`src/rtl/tsu_rx_latency_extract_pkg.sv`:
```
// Shared constants, FSM state and record type for the RX latency extractor.
package tsu_pkg;

    localparam logic [5:0] OFF_ETYPE       = 6'd12;
    localparam logic [5:0] OFF_SEQ         = 6'd16;
    localparam logic [5:0] OFF_TXTS        = 6'd20;
    localparam logic [5:0] OFF_RXTS        = 6'd28;
    localparam logic [5:0] LAST_FIELD_BYTE = 6'd35;

    typedef enum logic [1:0] {
        IDLE,
        HDR,
        BODY,
        DRAIN
    } state_t;

    typedef struct packed {
        logic [31:0] seq;
        logic [63:0] latency;
    } rec_t;

endpackage

```
`src/rtl/tsu_rx_latency_extract_if.sv`:
```
// Stamped byte stream in, latency record stream out.
interface tsu_rx_latency_extract_if;

    logic        mac_axis_tvalid;
    logic        mac_axis_tready;
    logic [7:0]  mac_axis_tdata;
    logic        mac_axis_tlast;
    logic        lat_tvalid;
    logic        lat_tready;
    logic [31:0] lat_seq;
    logic [63:0] lat_value;

    modport master (
        output mac_axis_tvalid, mac_axis_tready, mac_axis_tdata, mac_axis_tlast,
        output lat_tready,
        input  lat_tvalid, lat_seq, lat_value
    );

    modport slave (
        input  mac_axis_tvalid, mac_axis_tready, mac_axis_tdata, mac_axis_tlast,
        input  lat_tready,
        output lat_tvalid, lat_seq, lat_value
    );

endinterface

```
`src/rtl/tsu_lat_fifo.sv`:
```
// Show-ahead record FIFO; a push at full is accepted when a pop happens in the same cycle.
module tsu_lat_fifo
    import tsu_pkg::*;
#(
    parameter int unsigned DEPTH = 8
) (
    input  logic clk,
    input  logic rst,
    input  logic push,
    input  rec_t din,
    input  logic pop,
    output rec_t dout,
    output logic full,
    output logic empty
);

    localparam int unsigned AW = $clog2(DEPTH);

    rec_t           mem [DEPTH];
    logic [AW-1:0]  wr_ptr;
    logic [AW-1:0]  rd_ptr;
    logic [AW:0]    count;
    logic           do_push;
    logic           do_pop;

    always_comb begin
        empty   = (count == '0);
        full    = (count == (AW+1)'(DEPTH));
        do_pop  = pop && !empty;
        do_push = push && (!full || do_pop);
        dout    = empty ? '0 : mem[rd_ptr];
    end

    always_ff @(posedge clk) begin
        if (do_push) begin
            mem[wr_ptr] <= din;
        end
    end

    always_ff @(posedge clk) begin
        if (rst) begin
            wr_ptr <= '0;
            rd_ptr <= '0;
            count  <= '0;
        end else begin
            if (do_push) wr_ptr <= wr_ptr + 1'b1;
            if (do_pop)  rd_ptr <= rd_ptr + 1'b1;
            case ({do_push, do_pop})
                2'b10:   count <= count + 1'b1;
                2'b01:   count <= count - 1'b1;
                default: count <= count;
            endcase
        end
    end

endmodule

```
`src/rtl/tsu_rx_latency_extract.sv`:
```
// Pulls seq/TX/RX timestamps out of critical frames and queues {seq, RX-TX} records.
module tsu_rx_latency_extract
    import tsu_pkg::*;
#(
    parameter logic [15:0] CRITICAL_ETHERTYPE = 16'h88B5,
    parameter int unsigned FIFO_DEPTH         = 8,
    parameter int unsigned CNT_W              = 16
) (
    input  logic                  mac_axis_aclk,
    input  logic                  rst,
    tsu_rx_latency_extract_if.slave bus,
    output logic [CNT_W-1:0]      frame_cnt,
    output logic [CNT_W-1:0]      short_cnt,
    output logic [CNT_W-1:0]      drop_cnt
);

    state_t      state, state_nx;
    logic [5:0]  bcnt;
    logic [7:0]  etype_hi;
    logic [31:0] seq_q, seq_nx;
    logic [63:0] tx_q, tx_nx;
    logic [63:0] rx_q, rx_nx;
    logic        critical, fields_ok;
    logic        beat, is_last, at_etype_lo, crit_now, crit_eff, fok_eff;
    logic        cap_etype, cap_seq, cap_tx, cap_rx, last_field;
    logic        commit_ok, commit_short;
    logic        pipe_valid;
    rec_t        pipe_rec, head;
    logic        fifo_full, fifo_empty, lat_pop, drop;

    always_ff @(posedge mac_axis_aclk) begin
        if (rst) state <= IDLE;
        else     state <= state_nx;
    end

    always_comb begin
        state_nx = state;
        if (beat) begin
            if (bus.mac_axis_tlast) begin
                state_nx = IDLE;
            end else begin
                case (state)
                    IDLE:    state_nx = HDR;
                    HDR:     if (at_etype_lo) state_nx = crit_now ? BODY : DRAIN;
                    default: state_nx = state;
                endcase
            end
        end
    end

    // Commit-cycle flags fold in the current beat so tlast on byte 13 or byte 35 is judged correctly.
    always_comb begin
        beat        = bus.mac_axis_tvalid && bus.mac_axis_tready;
        is_last     = beat && bus.mac_axis_tlast;
        cap_etype   = beat && (state == HDR) && (bcnt == OFF_ETYPE);
        at_etype_lo = beat && (state == HDR) && (bcnt == OFF_ETYPE + 6'd1);
        crit_now    = ({etype_hi, bus.mac_axis_tdata} == CRITICAL_ETHERTYPE);
        cap_seq     = beat && (state == BODY) && (bcnt >= OFF_SEQ)  && (bcnt < OFF_TXTS);
        cap_tx      = beat && (state == BODY) && (bcnt >= OFF_TXTS) && (bcnt < OFF_RXTS);
        cap_rx      = beat && (state == BODY) && (bcnt >= OFF_RXTS) && (bcnt <= LAST_FIELD_BYTE);
        last_field  = beat && (state == BODY) && (bcnt == LAST_FIELD_BYTE);
        seq_nx      = cap_seq ? {seq_q[23:0], bus.mac_axis_tdata} : seq_q;
        tx_nx       = cap_tx  ? {tx_q[55:0],  bus.mac_axis_tdata} : tx_q;
        rx_nx       = cap_rx  ? {rx_q[55:0],  bus.mac_axis_tdata} : rx_q;
        crit_eff    = at_etype_lo ? crit_now : critical;
        fok_eff     = fields_ok || last_field;
        commit_ok   = is_last && crit_eff && fok_eff;
        commit_short = is_last && crit_eff && !fok_eff;
        lat_pop     = !fifo_empty && bus.lat_tready;
        drop        = pipe_valid && fifo_full && !lat_pop;
    end

    always_ff @(posedge mac_axis_aclk) begin
        if (rst) begin
            bcnt       <= '0;
            etype_hi   <= '0;
            seq_q      <= '0;
            tx_q       <= '0;
            rx_q       <= '0;
            critical   <= 1'b0;
            fields_ok  <= 1'b0;
            pipe_valid <= 1'b0;
            pipe_rec   <= '0;
        end else begin
            if (beat) begin
                if (bus.mac_axis_tlast)  bcnt <= '0;
                else if (bcnt != '1)     bcnt <= bcnt + 1'b1;
            end
            if (cap_etype) etype_hi <= bus.mac_axis_tdata;
            seq_q <= seq_nx;
            tx_q  <= tx_nx;
            rx_q  <= rx_nx;
            if (is_last) begin
                critical  <= 1'b0;
                fields_ok <= 1'b0;
            end else begin
                if (at_etype_lo) critical  <= crit_now;
                if (last_field)  fields_ok <= 1'b1;
            end
            pipe_valid <= commit_ok;
            if (commit_ok) pipe_rec <= '{seq: seq_nx, latency: rx_nx - tx_nx};
        end
    end

    always_ff @(posedge mac_axis_aclk) begin
        if (rst) begin
            frame_cnt <= '0;
            short_cnt <= '0;
            drop_cnt  <= '0;
        end else begin
            if (pipe_valid && !drop && frame_cnt != '1) frame_cnt <= frame_cnt + 1'b1;
            if (drop && drop_cnt != '1)                 drop_cnt  <= drop_cnt + 1'b1;
            if (commit_short && short_cnt != '1)        short_cnt <= short_cnt + 1'b1;
        end
    end

    tsu_lat_fifo #(
        .DEPTH (FIFO_DEPTH)
    ) u_fifo (
        .clk   (mac_axis_aclk),
        .rst   (rst),
        .push  (pipe_valid),
        .din   (pipe_rec),
        .pop   (lat_pop),
        .dout  (head),
        .full  (fifo_full),
        .empty (fifo_empty)
    );

    assign bus.lat_tvalid = !fifo_empty;
    assign bus.lat_seq    = head.seq;
    assign bus.lat_value  = head.latency;

endmodule

```
`src/flat_wrapper.sv`:
```
// flat-port wrapper written by rule: the top's interface ports become plain ports
module tsu_rx_latency_extract_flat import tsu_pkg::*;
#(
    parameter logic [15:0] CRITICAL_ETHERTYPE = 16'h88B5,
    parameter int unsigned FIFO_DEPTH         = 8,
    parameter int unsigned CNT_W              = 16
)
  (mac_axis_aclk, rst, frame_cnt, short_cnt, drop_cnt, bus_mac_axis_tvalid, bus_mac_axis_tready, bus_mac_axis_tdata, bus_mac_axis_tlast, bus_lat_tready, bus_lat_tvalid, bus_lat_seq, bus_lat_value);
  tsu_rx_latency_extract_if bus_i ();
  input  logic mac_axis_aclk;
  input  logic rst;
  output logic [CNT_W-1:0] frame_cnt;
  output logic [CNT_W-1:0] short_cnt;
  output logic [CNT_W-1:0] drop_cnt;
  input wire logic [$bits(bus_i.mac_axis_tvalid)-1:0] bus_mac_axis_tvalid;
  input wire logic [$bits(bus_i.mac_axis_tready)-1:0] bus_mac_axis_tready;
  input wire logic [$bits(bus_i.mac_axis_tdata)-1:0] bus_mac_axis_tdata;
  input wire logic [$bits(bus_i.mac_axis_tlast)-1:0] bus_mac_axis_tlast;
  input wire logic [$bits(bus_i.lat_tready)-1:0] bus_lat_tready;
  output wire logic [$bits(bus_i.lat_tvalid)-1:0] bus_lat_tvalid;
  output wire logic [$bits(bus_i.lat_seq)-1:0] bus_lat_seq;
  output wire logic [$bits(bus_i.lat_value)-1:0] bus_lat_value;
  assign bus_i.mac_axis_tvalid = bus_mac_axis_tvalid;
  assign bus_i.mac_axis_tready = bus_mac_axis_tready;
  assign bus_i.mac_axis_tdata = bus_mac_axis_tdata;
  assign bus_i.mac_axis_tlast = bus_mac_axis_tlast;
  assign bus_i.lat_tready = bus_lat_tready;
  assign bus_lat_tvalid = bus_i.lat_tvalid;
  assign bus_lat_seq = bus_i.lat_seq;
  assign bus_lat_value = bus_i.lat_value;
  tsu_rx_latency_extract #(.CRITICAL_ETHERTYPE(CRITICAL_ETHERTYPE), .FIFO_DEPTH(FIFO_DEPTH), .CNT_W(CNT_W)) u_core (.mac_axis_aclk(mac_axis_aclk), .rst(rst), .bus(bus_i), .frame_cnt(frame_cnt), .short_cnt(short_cnt), .drop_cnt(drop_cnt));
endmodule
```
`config.mk`:
```
export PLATFORM = sky130hd
export DESIGN_NAME = tsu_rx_latency_extract_flat
export DESIGN_NICKNAME = d
export VERILOG_FILES = /design/src/rtl/tsu_rx_latency_extract_pkg.sv /design/src/rtl/tsu_rx_latency_extract_if.sv /design/src/rtl/tsu_lat_fifo.sv /design/src/rtl/tsu_rx_latency_extract.sv /design/src/flat_wrapper.sv
export SDC_FILE = /design/constraint.sdc
export NUM_CORES = 1
export LEC_CHECK = 0
export BUFFER_PORTS_ARGS = -buffer_cell sky130_fd_sc_hd__buf_2
export CORE_ASPECT_RATIO = 1.4
export CORE_MARGIN = 4
export CORE_UTILIZATION = 60
export CTS_CLUSTER_SIZE = 24
export DETAILED_ROUTE_END_ITERATION = 8
export PLACE_DENSITY = 0.82
export SLEW_MARGIN = 0
export SYNTH_ARGS = -nofsm -noshare
export SYNTH_HDL_FRONTEND = slang
export SYNTH_SLANG_ARGS = --single-unit
```
`constraint.sdc`:
```
create_clock -name mac_axis_aclk -period 12.57 [get_ports mac_axis_aclk]
set_clock_uncertainty 0.2 [all_clocks]
set_input_delay 1.257 -clock mac_axis_aclk [delete_from_list [all_inputs] [get_ports mac_axis_aclk]]
set_output_delay 1.257 -clock mac_axis_aclk [all_outputs]
set_load 0.01 [all_outputs]
```
=== Yosys cells after proc, flatten, opt, wreduce, memory -nomap -nowiden ===
Memories as Yosys holds them, arrays and structs flattened. A register that Yosys moved wholly into a read port is not among the register bits.
Cells that the tools add are included.

* Output and inout bits: 145
* Input port bits: 14
* Word-level logic and storage cells: 103
* Bits in registers: 333
* RAM bits: 768
* Memories kept: 1

{| class="wikitable"
|+ Memory list
! memory !! depth !! bits a word !! rd ports !! clocked after memory_dff !! write ports !! line !! RTL
|-
| u_core.u_fifo.mem || 8 || 96 || 1 || 1 || 1 || tsu_lat_fifo.sv:19 || <nowiki>rec_t mem [DEPTH];</nowiki>
|}

* Reduce and logical (&&, ||, !) cells: 40
* Equality and inequality tests: 14
* Multiplexer cells: 16
* $add $sub $neg: 9
* $lt $le $gt $ge: 6

{| class="wikitable"
|+ Operators by type and width
! operator !! number
|-
| two-way mux 64 bit || 2
|-
| two-way mux 96 bit || 1
|-
| subtractor 64 bit || 1
|-
| adder 16 x 1 -> 16 bit (second input constant) || 3
|-
| != test 16 bit (second input constant) || 3
|-
| two-way mux 32 bit || 1
|-
| logical AND 1 bit || 25
|-
| greater-or-equal comparator 6 x 5 -> 1 bit (second input constant) || 3
|-
| == test 16 bit (second input constant) || 1
|-
| == test 6 x 4 -> 1 bit (second input constant) || 2
|-
| less-than comparator 6 x 5 -> 1 bit (second input constant) || 2
|-
| two-way mux 6 bit || 2
|-
| one-hot mux 4 bit (2 select lines) || 1
|-
| adder 3 x 1 -> 3 bit (second input constant) || 2
|-
| adder 6 x 1 -> 6 bit (second input constant) || 1
|-
| == test 6 bit (second input constant) || 1
|-
| less-or-equal comparator 6 bit (second input constant) || 1
|-
| two-way mux 3 bit || 2
|-
| != test 6 bit (second input constant) || 1
|-
| logical NOT 1 bit || 5
|-
| adder 4 x 1 -> 4 bit (second input constant) || 1
|-
| == test 2 x 1 -> 1 bit (second input constant) || 2
|-
| == test 2 bit (second input constant) || 2
|-
| == test 4 bit (second input constant) || 1
|-
| 13 further kinds || 19
|}

=== Logic depth before layout (Yosys ltp) ===
Gate-level depths: netlist (run 1).

* Depth after elaboration: 8
* Gate-level depth with buffers: 21
* Mapped depth without buffers: 19

=== Cells and area by module ===
Synthesis (run 1) repeated with hierarchy kept, for this count alone.

* Cells, all modules: 3078
* Area, all modules: 45692.6 um^2

{| class="wikitable"
|+ Modules (own cells, without submodules)
! module !! cells each !! area an instance (um^2) !! times used
|-
| tsu_lat_fifo || 1301 || 29986.3 || 1
|-
| tsu_rx_latency_extract || 1777 || 15706.3 || 1
|}

=== Least setup slack after synthesis (run 1) ===
No wires, ideal clock.

* Path type: input to register
* Start: input bus_lat_tready
* End: memory u_core.u_fifo.mem[0][0] (netlist name), enable pin
* Buffers on the path: 0
* Arrival time: 10607 ps
* Cell stages on the path: 3
* Setup slack: 976 ps
* Library setup time: 787 ps
* Cell sequence: nand3b_1 > nand2_1 > nor4_1

* Word-level cells in the longest chain between the ends: 6

{| class="wikitable"
|+ Ends and longest elaborated chain
! item !! line !! RTL
|-
| from (decl) || flat_wrapper.sv:19 || <nowiki>input wire logic [$bits(bus_i.lat_tready)-1:0] bus_lat_tready;</nowiki>
|-
| logical AND 1 bit || tsu_rx_latency_extract.sv:69 || <nowiki>lat_pop = !fifo_empty && bus.lat_tready;</nowiki>
|-
| logical AND 1 bit || tsu_lat_fifo.sv:29 || <nowiki>do_pop = pop && !empty;</nowiki>
|-
| logical OR 1 bit || tsu_lat_fifo.sv:30 || <nowiki>do_push = push && (!full || do_pop);</nowiki>
|-
| logical AND 1 bit || tsu_lat_fifo.sv:30 ||
|-
| two-way mux 1 bit || tsu_lat_fifo.sv:35 || <nowiki>if (do_push) begin</nowiki>
|-
| two-way mux 1 bit (implied by the code) || tsu_lat_fifo.sv:36 || <nowiki>mem[wr_ptr] <= din;</nowiki>
|-
| to (decl) || tsu_lat_fifo.sv:19 ||
|}

Every way passes these cells.

=== Worst setup path after layout (run 1) ===
* Start: register u_core.bcnt[2]
* End: register u_core.pipe_rec[61] (netlist name)

* Word-level cells in the longest chain between the ends: 5
* Elaborated cells between the ends (all ways): 19
* Those cells by class: 1 x add/sub; 4 x order compare; 2 x eq/ne; 3 x mux; 9 x reduce/logical

{| class="wikitable"
|+ Ends and longest elaborated chain
! item !! line !! RTL
|-
| from (decl) || tsu_rx_latency_extract.sv:18 || <nowiki>logic [5:0] bcnt;</nowiki>
|-
| from (signal assigned) || tsu_rx_latency_extract.sv:87 || <nowiki>else if (bcnt != '1) bcnt <= bcnt + 1'b1;</nowiki>
|-
| greater-or-equal comparator 6 x 5 -> 1 bit || tsu_rx_latency_extract.sv:60 || <nowiki>cap_rx = beat && (state == BODY) && (bcnt >= OFF_RXTS) && (bcnt <= LAST_FIELD_BYTE);</nowiki>
|-
| logical AND 1 bit || tsu_rx_latency_extract.sv:60 ||
|-
| logical AND 1 bit (*) || tsu_rx_latency_extract.sv:60 ||
|-
| two-way mux 64 bit (*) || tsu_rx_latency_extract.sv:64 || <nowiki>rx_nx = cap_rx ? {rx_q[55:0], bus.mac_axis_tdata} : rx_q;</nowiki>
|-
| named net u_core.rx_nx[1] || tsu_rx_latency_extract.sv:22 || <nowiki>logic [63:0] rx_q, rx_nx;</nowiki>
|-
| subtractor 64 bit (*) || tsu_rx_latency_extract.sv:101 || <nowiki>if (commit_ok) pipe_rec <= '{seq: seq_nx, latency: rx_nx - tx_nx};</nowiki>
|-
| to (signal assigned) || tsu_rx_latency_extract.sv:101 ||
|-
| to (decl) || tsu_rx_latency_extract.sv:28 || <nowiki>rec_t pipe_rec, head;</nowiki>
|}

The timed path passes the listed nets; every way through them passes the cells marked *.
A chain may end at the register's enable or synchronous reset.

==> results.json, run 1 <==
{
  "cts_resized": 0,
  "root_buffer": "clkbuf_16",
  "netlist_area_mm2": 0.04535,
  "cp_max_fo": 57,
  "drc_errors": 0,
  "dr.pass1.iters": 5,
  "synthCells": 3073,
  "globalRoute.totalOverflow": 0,
  "wirelength_um": 111600,
  "syn_area_per_cell_um2": 14.76,
  "ant_nets": 0,
  "clk_latency_ns": 0.67,
  "drt_iter0_drc": 3135,
  "port_buffers": 158,
  "ys_seq_area_frac": 0.6569,
  "synthTopCellsByArea": "edfxtp_1 51%, dfxtp_1 15%, mux4_2 9.5%, mux2i_1 4.5%, nor2_1 2.8%",
  "grt_max_degree": 173,
  "slew_headroom": 0.2260,
  "synth_xor_area_frac": 0.01694,
  "dieArea_mm2": 0.08010,
  "clockBufferDepth": 3,
  "synth_nets": 3156,
  "synth_most_common_cell": "edfxtp_1",
  "routabilityCongestion": 0.8776,
  "hold_viol": 0,
  "fin_nets": 3289,
  "ys_seq_elements": 1104,
  "slowest_delay_ns": 0.70,
  "post_cts_buffers": 0,
  "start_util": 0.6043,
  "cts_max_level": 3,
  "dp_hpwl_um": 65210,
  "crit_type": "flop to flop",
  "crit_chain": "nor4b_4 > a2bb2oi_2 > nor2_4 > buf_4 > mux2i_1 > inv_1 > ha_1 > nor2b_1 > o21ai_0 > a211oi_1 > o31a_1 > a211o_1 > a311oi_1 > o31a_1 > o31ai_2 > a21oi_2 > a2111oi_0 > or4_1 > a31oi_1",
  "fillers": 4874,
  "ir_worst_vdd_mv": 0.1113,
  "drv_slew": 0,
  "cts_buffers": 98,
  "core_area_mm2": 0.07504,
  "ctsHoldBuffers": 0,
  "pwr-share-comb": 0.005,
  "swShare": 0.1947,
  "holdWs_ns": 0.3074,
  "dieWidth_um": 240.3,
  "synthAdderAreaFrac": 0.02003,
  "synth.distinct_cells": 88,
  "status": "finished clean",
  "vias": 27270,
  "critical_path_buf_inv_count": 2,
  "cp_slowest_cell": "buf_4",
  "antenna_found_initial": 2,
  "rsz0062_at_grt": "no",
  "async_flop_share": 0,
  "cp_data_required_time_ns": 12.96,
  "intPower_mw": 5.670,
  "yosysTopAreaCell": "edfxtp_1",
  "drive_gt1_frac": 0.1987,
  "rows": 119,
  "synth_compound_area_frac": 0.05392,
  "synth_top_area_frac": 0.5086,
  "p_sw_mw": 1.371,
  "ios": 159,
  "end_kind": "flop",
  "tightest_slew_ns": 1.161,
  "p_leak_nw": 19.38,
  "finalCritPeriodShare": 0.5208,
  "area_delta_synth_final_pct": 11.52,
  "cp-start-kind": "flop",
  "yosys.area_share.simple": 0.07897,
  "crit_top_cell": "o31a_1",
  "arrival_ns": 6.94,
  "cap_violations": 0,
  "clk_pin_slew_ns": 0.06,
  "finalSetupTns_ns": 0,
  "synth_edf_count": 768,
  "die_h_um": 333.3,
  "worst_path_dominant_cell_family": "compound AO/OA/AOI/OAI gates",
  "track_usage": 0.2784,
  "clkSinkCount": 1104,
  "ys.warnings.count": 0,
  "finalCriticalPeriod_ns": 6.547,
  "cts_tree": "done",
  "ys.flop_type": "edfxtp_1",
  "p_clk_frac": 0.451,
  "netlist_top_cells_count": "768 x edfxtp_1, 338 x nor2_1, 336 x dfxtp_1, 205 x mux2i_1, 192 x mux4_2",
  "power_frac_seq": 0.545,
  "pwr_density_cell_mw_per_mm2": 139.2,
  "grt_first_pass_wirelength_um": 170100,
  "wl_per_cell_um": 26.20,
  "hp-class": "flop to flop",
  "setup_viol": 0,
  "grt_pass1_vias": 27970,
  "synth_top_family_by_area": "multiplexers",
  "muxShareOfSynthArea": 0.1564,
  "post_drt_via_cell_ratio": 6.399,
  "clock.fmax_ghz": 0.1528
}
## cells by family after synthesis
group                    Yosys count
XOR/XNOR                          86
multiplexers                     460
buffers and inverters            200
AND/OR/NAND/NOR                  769
adder cells (fa/ha/maj)           72
flip-flops                      1104
AO/OA/AOI/OAI                    382
## worst paths after layout
| check | from | endpoint | depth (start not counted) | slack (ns) |
|---|---|---|---|---|
| worst max register to register | u_core.bcnt[2] | u_core.pipe_rec[61] | 19 | 6.02 |
| worst min register to register | u_core.seq_q[30] | u_core.seq_q[30] | 2 | 0.31 |
| worst min-delay path | u_core.seq_q[30] | u_core.seq_q[30] | 2 | 0.31 |
| worst max-delay path | u_core.bcnt[2] | u_core.pipe_rec[61] | 19 | 6.02 |
## layout make-up
| cell class | instances | area, µm² | area share |
|---|---|---|---|
| Inverter | 42 | 157.7 | 0.003118 |
| Multi-Input combinational cell | 1769 | 14860 | 0.2939 |
| Clock inverter | 54 | 640.6 | 0.01267 |
| Antenna cell | 1 | 2.502 | 0.00004949 |
| Sequential cell | 1104 | 29800 | 0.5893 |
| Tap cell | 968 | 1211 | 0.02395 |
| Timing Repair Buffer | 191 | 1085 | 0.02145 |
| Clock buffer | 132 | 2808 | 0.05552 |
## state kept, by name (all words and copies together), names as in the netlist, 2 cells and up, named ones only
signal	cells
u_core.u_fifo.mem	768
u_core.pipe_rec	96
u_core.tx_q	64
u_core.rx_q	62
u_core.seq_q	32
u_core.drop_cnt	16
u_core.frame_cnt	16
u_core.short_cnt	16
u_core.etype_hi	8
u_core.bcnt	6
u_core.u_fifo.count	4
u_core.u_fifo.rd_ptr	3
u_core.u_fifo.wr_ptr	3
u_core.state	2
## stage by stage
stage / worst slack [ns] / power, mW / utilization / std cells / area [µm²]
finish: 6.023 / 7.041 / 0.6739 / 4261 / 50570
detailed placement: 5.467 / 3.948 / 0.6279 / 4074 / 47120
global route: 5.631 / 7.236 / 0.6738 / 4260 / 50570
floorplan: 0.9759 / 3.933 / - / 3073 / 45350
global placement: 5.458 / 3.947 / 0.6279 / 4074 / 47120
CTS: 6.117 / 7.076 / 0.6738 / 4260 / 50570
## power by group through the flow
stage               Combinational, mW  Sequential (mW)  Clock (mW)
floorplan                      0.0166             3.92           0
global placement               0.0313             3.92           0
detailed placement             0.0320             3.92           0
CTS                            0.0322             3.84        3.21
global route                   0.0340             3.83        3.37
finish                         0.0324             3.84        3.17
## metal layers
| layer | up-vias | global-route usage | wire length [µm] |
|---|---|---|---|
| li1 | 11920 | - | - |
| met1 | 13780 | 0.3514 | 41190 |
| met2 | 1305 | 0.4897 | 58300 |
| met3 | 265 | 0.03863 | 7606 |
| met4 | 2 | 0.1074 | 4525 |
| met5 | - | 0 | 13 |
## cells in the final DEF, fill, tap and decap left out, types with 19 or more instances in the layout
| cell type | Yosys | routed |
|---|---|---|
| buf_4 | 1 | 30 |
| xor2_1 | 40 | 40 |
| or3_1 | 26 | 25 |
| ha_1 | 67 | 67 |
| o21ai_0 | 64 | 64 |
| a21o_1 | 33 | 33 |
| nor3_1 | 27 | 22 |
| a21oi_1 | 139 | 139 |
| nand3_1 | 48 | 48 |
| mux2i_1 | 205 | 205 |
| edfxtp_1 | 768 | 768 |
| a211oi_1 | 43 | 43 |
| dfxtp_1 | 336 | 333 |
| inv_1 | 41 | 41 |
| xnor2_1 | 44 | 44 |
| clkbuf_16 | 0 | 104 |
| mux4_2 | 192 | 192 |
| nor2_1 | 338 | 334 |
| mux2_2 | 61 | 61 |
| clkinv_2 | 0 | 19 |
| nand2_1 | 163 | 163 |
| and2_1 | 65 | 65 |
| nand4_1 | 21 | 21 |
| buf_2 | 1 | 157 |
## worst reg2reg max path, delay by kind of cell, from the launching register on
kind                     cells  cell delay [ns]
AO/OA/AOI/OAI               11             3.14
AND/OR/NAND/NOR              4             1.15
buffers and inverters        2             0.79
multiplexers                 1             0.50
flip-flops                   1             0.42
adder cells (fa/ha/maj)      1             0.29
No activity file was read; power rests on OpenSTA's default activity.
==> inputs of run 2 (changes only) <==
--- a/config.mk
+++ b/config.mk
@@ -8,10 +8,10 @@
 export BUFFER_PORTS_ARGS = -buffer_cell sky130_fd_sc_hd__buf_2
 export CORE_ASPECT_RATIO = 1.4
 export CORE_MARGIN = 4
-export CORE_UTILIZATION = 60
+export CORE_UTILIZATION = 56
 export CTS_CLUSTER_SIZE = 24
 export DETAILED_ROUTE_END_ITERATION = 8
-export PLACE_DENSITY = 0.82
+export PLACE_DENSITY = 0.8
 export SLEW_MARGIN = 0
 export SYNTH_ARGS = -nofsm -noshare
 export SYNTH_HDL_FRONTEND = slang
==> constraint.sdc (replaced) <==
create_clock -name mac_axis_aclk -period 5.8 [get_ports mac_axis_aclk]
set_clock_uncertainty 0.2 [all_clocks]
set_input_delay 0.58 -clock mac_axis_aclk [delete_from_list [all_inputs] [get_ports mac_axis_aclk]]
set_output_delay 0.58 -clock mac_axis_aclk [all_outputs]
set_load 0.01 [all_outputs]
==> run 2 against run 1 <==
Net effect:
- sequential share of layout area fell by 0.42 points
- critical path type unchanged
- clock power rose by 110%
- core utilization fell by 4.0 points
- critical endpoint is now u_core.pipe_rec[59]
- hold slack got worse by 0.26 ns
- largest cell class unchanged
==> results.json, run 2 (same netlist as run 1, synthesis figures left out) <==
{
  "top_register": "u_core.u_fifo.mem",
  "globalRoute.totalOverflow": 0,
  "slew_headroom": 0.3173,
  "grt_first_pass_wirelength_um": 155800,
  "crit_chain": "nor4b_4 > a2bb2oi_2 > nor2_4 > buf_4 > buf_4 > mux2_2 > ha_1 > nand4_1 > nor2_1 > and4_1 > a21o_1 > a211o_1 > a311oi_2 > or2_1 > o31a_1 > o311ai_4 > a21oi_2 > or3_1 > a221o_1",
  "seqCellArea_mm2": 0.02980,
  "r2r_start": "u_core.bcnt[2]",
  "ios": 159,
  "reg.largest.list": "u_core.u_fifo.mem x768, u_core.pipe_rec x96, u_core.tx_q x64",
  "cap_violations": 0,
  "arrival_ns": 5.96,
  "clock.fmax_ghz": 0.1793,
  "hold_viol": 0,
  "drc_errors": 0,
  "slowest_delay_ns": 0.41,
  "drt_iter0_drc": 2490,
  "grt_pass1_vias": 26640,
  "r2r_cells": 19,
  "root_buffer": "clkbuf_16",
  "clockBufferDepth": 3,
  "ctsHoldBuffers": 0,
  "routabilityCongestion": 0.9460,
  "start_util": 0.5645,
  "crit_type": "flop to flop",
  "antenna_found_initial": 1,
  "finalCriticalPeriod_ns": 5.576,
  "track_usage": 0.2328,
  "crit_start": "u_core.bcnt[2]",
  "cp_slowest_cell": "dfxtp_1",
  "setup_viol": 0,
  "grt_max_degree": 132,
  "crit_top_cell": "buf_4",
  "status": "finished clean",
  "wirelength_um": 101600,
  "dr.pass1.iters": 5,
  "vias": 26490,
  "dieWidth_um": 248.5,
  "whs_path_depth": 3,
  "pwr_density_cell_mw_per_mm2": 294.6,
  "final_common_cell": "edfxtp_1",
  "cts_tree": "done",
  "fillers": 5645,
  "cts_max_level": 3,
  "post_drt_via_cell_ratio": 6.065,
  "cp-start-kind": "flop",
  "clk_pin_slew_ns": 0.07,
  "wl_per_cell_um": 23.27,
  "rows": 123,
  "die_h_um": 344.7,
  "ant_nets": 0,
  "cts_buffers": 97,
  "dieArea_mm2": 0.08566,
  "stdcell_count": 4367,
  "layout_common_cells": "768 x edfxtp_1, 334 x nor2_1, 333 x dfxtp_1, 205 x mux2i_1, 192 x mux4_2",
  "dp_hpwl_um": 59100,
  "placed_cells": 4180,
  "ir_worst_vdd_mv": 0.2302,
  "tightest_slew_ns": 1.021,
  "multiInputGateArea_mm2": 0.01489,
  "p_leak_nw": 19.45,
  "end_kind": "flop",
  "holdWs_ns": 0.04660,
  "drv_slew": 0,
  "largest_reg_flops": 768,
  "cp_data_required_time_ns": 6.18,
  "min-delay-start": "bus_mac_axis_tdata[0]",
  "core_area_mm2": 0.08033,
  "port_buffers": 158,
  "finalCritPeriodShare": 0.9613,
  "drive_gt1_frac": 0.2016,
  "rsz0062_at_grt": "no",
  "hp-class": "input pin to flop",
  "clkSinkCount": 1104,
  "cp_max_fo": 12,
  "area_delta_synth_final_pct": 12.31,
  "fin_nets": 3303,
  "clk_latency_ns": 0.69
}
[run 2: cell types whose count changed in the layout (fill, tap and decap cells not counted), moves of 2 or more]
cell / previous run / this run
buf_12: 3 / 18
bufinv_16: 12 / 7
clkbuf_8: 11 / 16
clkinv_1: 7 / 11
clkinv_4: 0 / 4
clkinvlp_4: 5 / 1
inv_6: 6 / 2
clkbuf_1: 18 / 15
clkinv_16: 1 / 4
clkbuf_16: 104 / 102
clkinv_2: 19 / 17
[run 2: critical path: cells and delay by family (launching register included)]
family | cells | cell delay, ns
AOI/OAI and AO/OA | 8 | 1.82
and+or+nand+nor | 7 | 1.79
buffers and inverters | 2 | 0.49
DFF | 1 | 0.41
adders and majority gates | 1 | 0.40
muxes | 1 | 0.37
[run 2: worst paths after layout]
path,to,slack [ns]
setup / recovery,u_core.pipe_rec[59],0.22
hold / removal,u_core.etype_hi[0],0.05
setup reg to reg,u_core.pipe_rec[59],0.22
hold reg to reg,u_core.etype_hi[0],0.29
[run 2: where the power goes]
part	switching, mW	internal, mW	total, mW
registers	0.00119	8.31	8.32
logic	0.0530	0.0100	0.0630
clock network	2.87	3.75	6.63
total	2.93	12.1	15.0
[run 2: layer usage]
layer  global-route usage  vias to the layer above  routed length, µm
li1                     -                    11950                  -
met1               0.2922                    13380              38870
met2               0.4167                      949              53430
met3              0.03016                      206               5520
met4              0.08933                        2               3768
met5                    0                        -                 13
[run 2: cell type report]
cell class              instances  area share
flip-flops and latches       1104      0.5851
inverters                      42    0.003095
multi-input cells            1769      0.2923
well taps                    1062     0.02609
clock buffers                 132     0.05528
clock inverters                51     0.01091
diodes                          1  0.00004913
repair buffers                206     0.02720
[run 2: timing repair]
item,CTS,global route
endpoints found under the hold margin,0,0
endpoints found under the setup margin,0,4
setup buffers,0,3
gates resized for setup,0,1
[run 2: metrics by stage]
stage	utilization	area (µm²)	total power [mW]	worst slack, ns	setup TNS, ns
2_1_floorplan	-	45360	8.525	-2.513	-825.48
3_3_place_gp	0.5916	47530	8.551	0.09127	0
3_5_place_dp	0.5916	47530	8.551	0.02440	0
4_1_cts	0.6336	50900	15.11	0.1340	0
5_1_grt	0.6339	50930	15.43	0.04283	0
6_report	0.6340	50930	15.00	0.2243	0
